## src/rtl/if_stage.sv

```systemverilog
// Instruction fetch stage: PC register, next-PC select and the IF/ID pipeline register.
// Optional branch delay slot support is enabled by defining BRANCH_DELAY_SLOT_EN.
module if_stage #(
    parameter int unsigned      WIDTH    = 32,
    parameter logic [WIDTH-1:0] RESET_PC = '0
) (
    input  logic             clk,
    input  logic             rst,
    input  logic             stall,
    input  logic             redirect,
    input  logic [WIDTH-1:0] redirect_pc,
    output logic [WIDTH-1:0] imem_addr,
    input  logic [WIDTH-1:0] imem_data,
    output logic             pc_sel,
    output logic [WIDTH-1:0] ifid_instr,
    output logic [WIDTH-1:0] ifid_pc4,
    output logic             ifid_valid
);

    typedef enum logic {StRun, StPend} state_e;

    state_e           state_q, state_d;
    logic [WIDTH-1:0] pc_q, pc_d;
    logic [WIDTH-1:0] pend_q, pend_d;
    logic [WIDTH-1:0] instr_q, instr_d;
    logic [WIDTH-1:0] pc4_q, pc4_d;
    logic             valid_q, valid_d;
    logic             sel_raw;

    logic [WIDTH-1:0] pc_plus4;
    logic [WIDTH-1:0] target;

    assign pc_plus4 = pc_q + WIDTH'(4);
    // Targets are always word aligned.
    assign target   = {redirect_pc[WIDTH-1:2], 2'b00};

    always_comb begin
        state_d = state_q;
        pc_d    = pc_q;
        pend_d  = pend_q;
        instr_d = instr_q;
        pc4_d   = pc4_q;
        valid_d = valid_q;
        sel_raw = 1'b0;

        unique case (state_q)
            StRun: begin
                if (redirect) begin
                    if (stall) begin
`ifdef BRANCH_DELAY_SLOT_EN
                        pend_d  = target;
                        state_d = StPend;
`else
                        pc_d    = target;
                        valid_d = 1'b0;
                        sel_raw = 1'b1;
`endif
                    end else begin
`ifdef BRANCH_DELAY_SLOT_EN
                        instr_d = imem_data;
                        pc4_d   = pc_plus4;
                        valid_d = 1'b1;
`else
                        valid_d = 1'b0;
`endif
                        pc_d    = target;
                        sel_raw = 1'b1;
                    end
                end else if (!stall) begin
                    pc_d    = pc_plus4;
                    instr_d = imem_data;
                    pc4_d   = pc_plus4;
                    valid_d = 1'b1;
                end
            end
            StPend: begin
                // Newest redirect wins over the latched target.
                if (redirect) begin
                    pend_d = target;
                end
                if (!stall) begin
                    instr_d = imem_data;
                    pc4_d   = pc_plus4;
                    valid_d = 1'b1;
                    pc_d    = redirect ? target : pend_q;
                    sel_raw = 1'b1;
                    state_d = StRun;
                end
            end
            default: state_d = StRun;
        endcase
    end

    always_ff @(posedge clk) begin
        if (rst) begin
            state_q <= StRun;
            pc_q    <= RESET_PC;
            pend_q  <= '0;
            instr_q <= '0;
            pc4_q   <= '0;
            valid_q <= 1'b0;
        end else begin
            state_q <= state_d;
            pc_q    <= pc_d;
            pend_q  <= pend_d;
            instr_q <= instr_d;
            pc4_q   <= pc4_d;
            valid_q <= valid_d;
        end
    end

    assign imem_addr  = pc_q;
    assign pc_sel     = sel_raw & ~rst;
    assign ifid_instr = instr_q;
    assign ifid_pc4   = pc4_q;
    assign ifid_valid = valid_q;

endmodule

```

## config.mk

```make
export PLATFORM = sky130hd
export DESIGN_NAME = if_stage
export DESIGN_NICKNAME = d
export VERILOG_FILES = /design/src/rtl/if_stage.sv
export SDC_FILE = /design/constraint.sdc
export NUM_CORES = 1
export LEC_CHECK = 0
export CAP_MARGIN = 20
export CORE_MARGIN = 3
export CORE_UTILIZATION = 49
export DETAILED_ROUTE_END_ITERATION = 10
export GPL_TIMING_DRIVEN = 0
export PLACE_DENSITY = 0.81
export SLEW_MARGIN = 25
export SYNTH_ARGS = -nofsm -noshare
export SYNTH_HDL_FRONTEND = slang
export SYNTH_SLANG_ARGS = --single-unit
export TNS_END_PERCENT = 50
```

## constraint.sdc

```tcl
create_clock -name clk -period 2.4 [get_ports clk]
set_clock_uncertainty 0.15 [all_clocks]
set_input_delay 0.24 -clock clk [delete_from_list [all_inputs] [get_ports clk]]
set_output_delay 0.24 -clock clk [all_outputs]
set_load 0.02 [all_outputs]
```

==> flow_summary.toml <==
[final_layout]
final_nets = 1042
drive_above_1_share_pct = 8.01
fillers = 950
fin_cells = 1150
area_growth_pct = 41.9
antenna_cells = 0

[synthesis]
syn_nets = 857
seq_area_frac_synth_pct = 42.9
yosys_register_bits = 130
syn_area_per_cell_um2 = 7.69
synth_cell_types = 56
synth_edf_count = 0
ys.flop_type = "dfxtp_1"
synthCells = 788
synth_top_area_cell = "dfxtp_1"
yosys-top-cells-area = "dfxtp_1, nand2_1, a21oi_1"
ys_warn_count = 0
async_reset_ff_share_pct = 0
synth.top_cell.area_share_pct = 42.9
synth_area_um2 = 6060

[die]
floorplan.die.width_um = 117
fp.dieArea_um2 = 13700
core_area_um2 = 11800
dieHeight_um = 117
num_rows = 39
floorplan.initialDensity_pct = 51.5
io_pins = 166

[clock_tree]
cts_tree = "yes"
cts_made_buffers = 17
numClockSinks = 130
htree_levels = 4
root_buffer = "clkbuf_16"
path_clk_slew_ps = 50
cts_buffer_depth = 2
worstSkewPairLatency_ps = 430

[run]
max_cap_viol_count = 0

[placed_design]
dp_slack_ps = -900
globalplace.congestion = 0.931
dp_cells = 1114
port_buffers = 162
dp_hpwl_um = 15000

[pwr]
clock_power_share_pct = 44.6
total_power_mw = 5.88
switching_share_pct = 26.3
p_leak_nw = 2.99
p_seq_share_pct = 39.9
power_frac_comb_pct = 15.6
p_per_area_nw_per_um2 = 684
power.internal_mw = 4.34
p_switching_mw = 1.55
ir_drop_uv = 532

[drt]
post-route-drc-count = 0
routed_via_density = 5.79
vias = 6662
drt_iter0_drc = 780
firstDrtPassIters = 5
postRouteAntennaNets = 0
wire_per_inst_um = 18.2
wirelength_um = 20900

[worst_setup_path]
startpoint = "stall"
r2r_setup_slack_ps = 50
crit_chain = "clkdlybuf4s50_1 > nor2b_1 > clkbuf_1 > clkbuf_1 > a221oi_1 > a211oi_2"
timing.rr.end = "ifid_pc4[21]"
end_kind = "register"
crit_top_cell = "clkbuf_1"
critPathArrivalTime_ps = 2570
reg2reg_from = "imem_addr[4]"
cp_slowest_cell = "clkdlybuf4s50_1"
critPathCapture = "imem_addr[24]"
worstSetupStartpointType = "input port"
critical_path_class = "in2reg"
cpPeakStageDelay_ps = 600
reg2regPathDepth = 7
crit_required_ps = 2580
critPathMaxFanout = 10

[grt]
grt_pass1_vias = 6079
grt_pass1_wl_um = 31800
grt-ovfl-total = 0
grt_usage_pct = 30.4
antenna_found_initial = 0
grt_max_degree = 17

[timing]
timing.hold.ws_ps = 171
period_minus_slack_ps = 2400
fin_crit_sh_pct = 99.9
rsz0062_at_grt = "true"
finalSetupViolCount = 0
hold_viol = 0
worst_slew_pin_slew_ps = 984
drv_slew = 0
slew-limit-headroom_pct = 34.4
fmax_mhz = 417
fin_ws_ps = 3.13

[min_path]
hold_path.class = "in2reg"

[status]
status = "complete, no violations"
## cells in the mapped netlist, types with 3 or more instances
| master | count |
|---|---|
| a211oi_1 | 32 |
| nor2_1 | 53 |
| nor2b_1 | 8 |
| mux2i_1 | 4 |
| inv_1 | 12 |
| a21oi_1 | 110 |
| o31a_1 | 5 |
| o21ai_0 | 34 |
| o211ai_1 | 3 |
| a21o_1 | 8 |
| a311oi_1 | 3 |
| nand3_1 | 13 |
| clkbuf_1 | 51 |
| buf_2 | 10 |
| nand4_1 | 13 |
| and3_1 | 4 |
| nor4_1 | 10 |
| buf_1 | 5 |
| a221oi_1 | 10 |
| or3_1 | 6 |
| nor4_2 | 3 |
| xnor2_1 | 18 |
| nor3_1 | 15 |
| nor3b_1 | 3 |
| dfxtp_1 | 130 |
| a2111oi_0 | 3 |
| o22ai_1 | 6 |
| a22o_1 | 4 |
| xor2_1 | 4 |
| and4_1 | 6 |
| nand2_1 | 168 |
## layer usage
layer | track usage [%] | wire length, um
met4 | 11.9 | 459
met5 | 0 | 0
met2 | 47.1 | 9650
met1 | 39.4 | 8330
met3 | 9.92 | 2450
## timing repair
action,CTS,global route
setup endpoints to repair,31,38
hold buffers,0,0
pin swaps,1,4
buffers inserted,1,3
gates resized for setup,17,22
## kinds of logic after synthesis
group                      share of synthesized area, %
buffers and inverters                              5.61
xor gates and xnor gates                           3.18
and+or+nand+nor                                    23.6
muxes                                             0.661
AOI/OAI and AO/OA                                  23.8
adders and majority gates                         0.206
DFF                                                42.9
## power by group through the flow
stage                     clock network, mW  logic (mW)  registers (mW)
after global placement                    0       0.878            2.38
after CTS                              2.63       0.898            2.34
after global routing                   2.73       0.983            2.36
after detailed placement                  0       0.885            2.39
after floorplan                           0       0.339            2.49
final                                  2.62       0.915            2.34
## area by class of cell
type / count / area [um^2] / area share [%]
Buffer: 70 / 318 / 3.69
Inverter: 13 / 48.8 / 0.567
Clock inverter: 12 / 138 / 1.60
Tap cell: 164 / 205 / 2.39
Sequential cell: 130 / 2610 / 30.3
Clock buffer: 20 / 457 / 5.31
Timing Repair Buffer: 166 / 1660 / 19.2
Multi-Input combinational cell: 575 / 3170 / 36.9
## worst min path at each step
stage                                 to  cells past startpoint  slack (ps)            start
after floorplan               pend_q[10]                      2         230  redirect_pc[10]
after global placement        pend_q[25]                      2         290       pend_q[25]
after detailed placement      pend_q[12]                      2         290       pend_q[12]
after CTS                  imem_addr[26]                      3         170              rst
after global routing      ifid_instr[22]                      3         210    imem_data[22]
final                      imem_addr[26]                      3         170              rst
## registers in the layout, indices dropped and copies added (netlist names)
| signal | count |
|---|---|
| state_q | 1 |
| imem_addr | 32 |
| ifid_valid | 1 |
| pend_q | 32 |
| ifid_pc4 | 32 |
| ifid_instr | 32 |
## through the flow
step	utilization [%]	setup TNS, ps	instance area (um^2)
floorplan	-	0	6060
global placement	67.1	-30770	7890
detailed placement	67.1	-36140	7890
CTS	72.5	-55.5	8530
global route	73.1	-235	8600
finish	73.1	0	8600
## worst max-delay path, delay by kind of cell
| family | cells | cell delay [ps] |
|---|---|---|
| AOI/OAI and AO/OA | 2 | 510 |
| buffers and inverters | 3 | 1540 |
| and+or+nand+nor | 1 | 280 |
## layout by cell type (no fill, tap or decap), types with 4 or more instances in the layout
master | Yosys | routed
nand2_1 | 168 | 168
nor2_1 | 53 | 52
mux2i_1 | 4 | 4
o22ai_1 | 6 | 6
xnor2_1 | 18 | 18
o21ai_0 | 34 | 34
buf_1 | 5 | 4
a211oi_1 | 32 | 31
a21oi_1 | 110 | 109
nor4_2 | 3 | 4
dfxtp_1 | 130 | 126
buf_4 | 2 | 8
nor3_1 | 15 | 14
clkbuf_16 | 0 | 17
nor4_1 | 10 | 8
a22o_1 | 4 | 4
a21o_1 | 8 | 8
clkbuf_1 | 51 | 45
a221oi_1 | 10 | 10
and4_1 | 6 | 5
inv_1 | 12 | 12
buf_2 | 10 | 7
xor2_1 | 4 | 4
clkbuf_2 | 1 | 7
clkdlybuf4s50_1 | 0 | 160
nand4_1 | 13 | 13
nor2b_1 | 8 | 8
o31a_1 | 5 | 5
and3_1 | 4 | 4
clkinv_2 | 0 | 8
dfxtp_2 | 0 | 4
nand3_1 | 13 | 13
or3_1 | 6 | 6
Power figures use the tool's default switching activity.
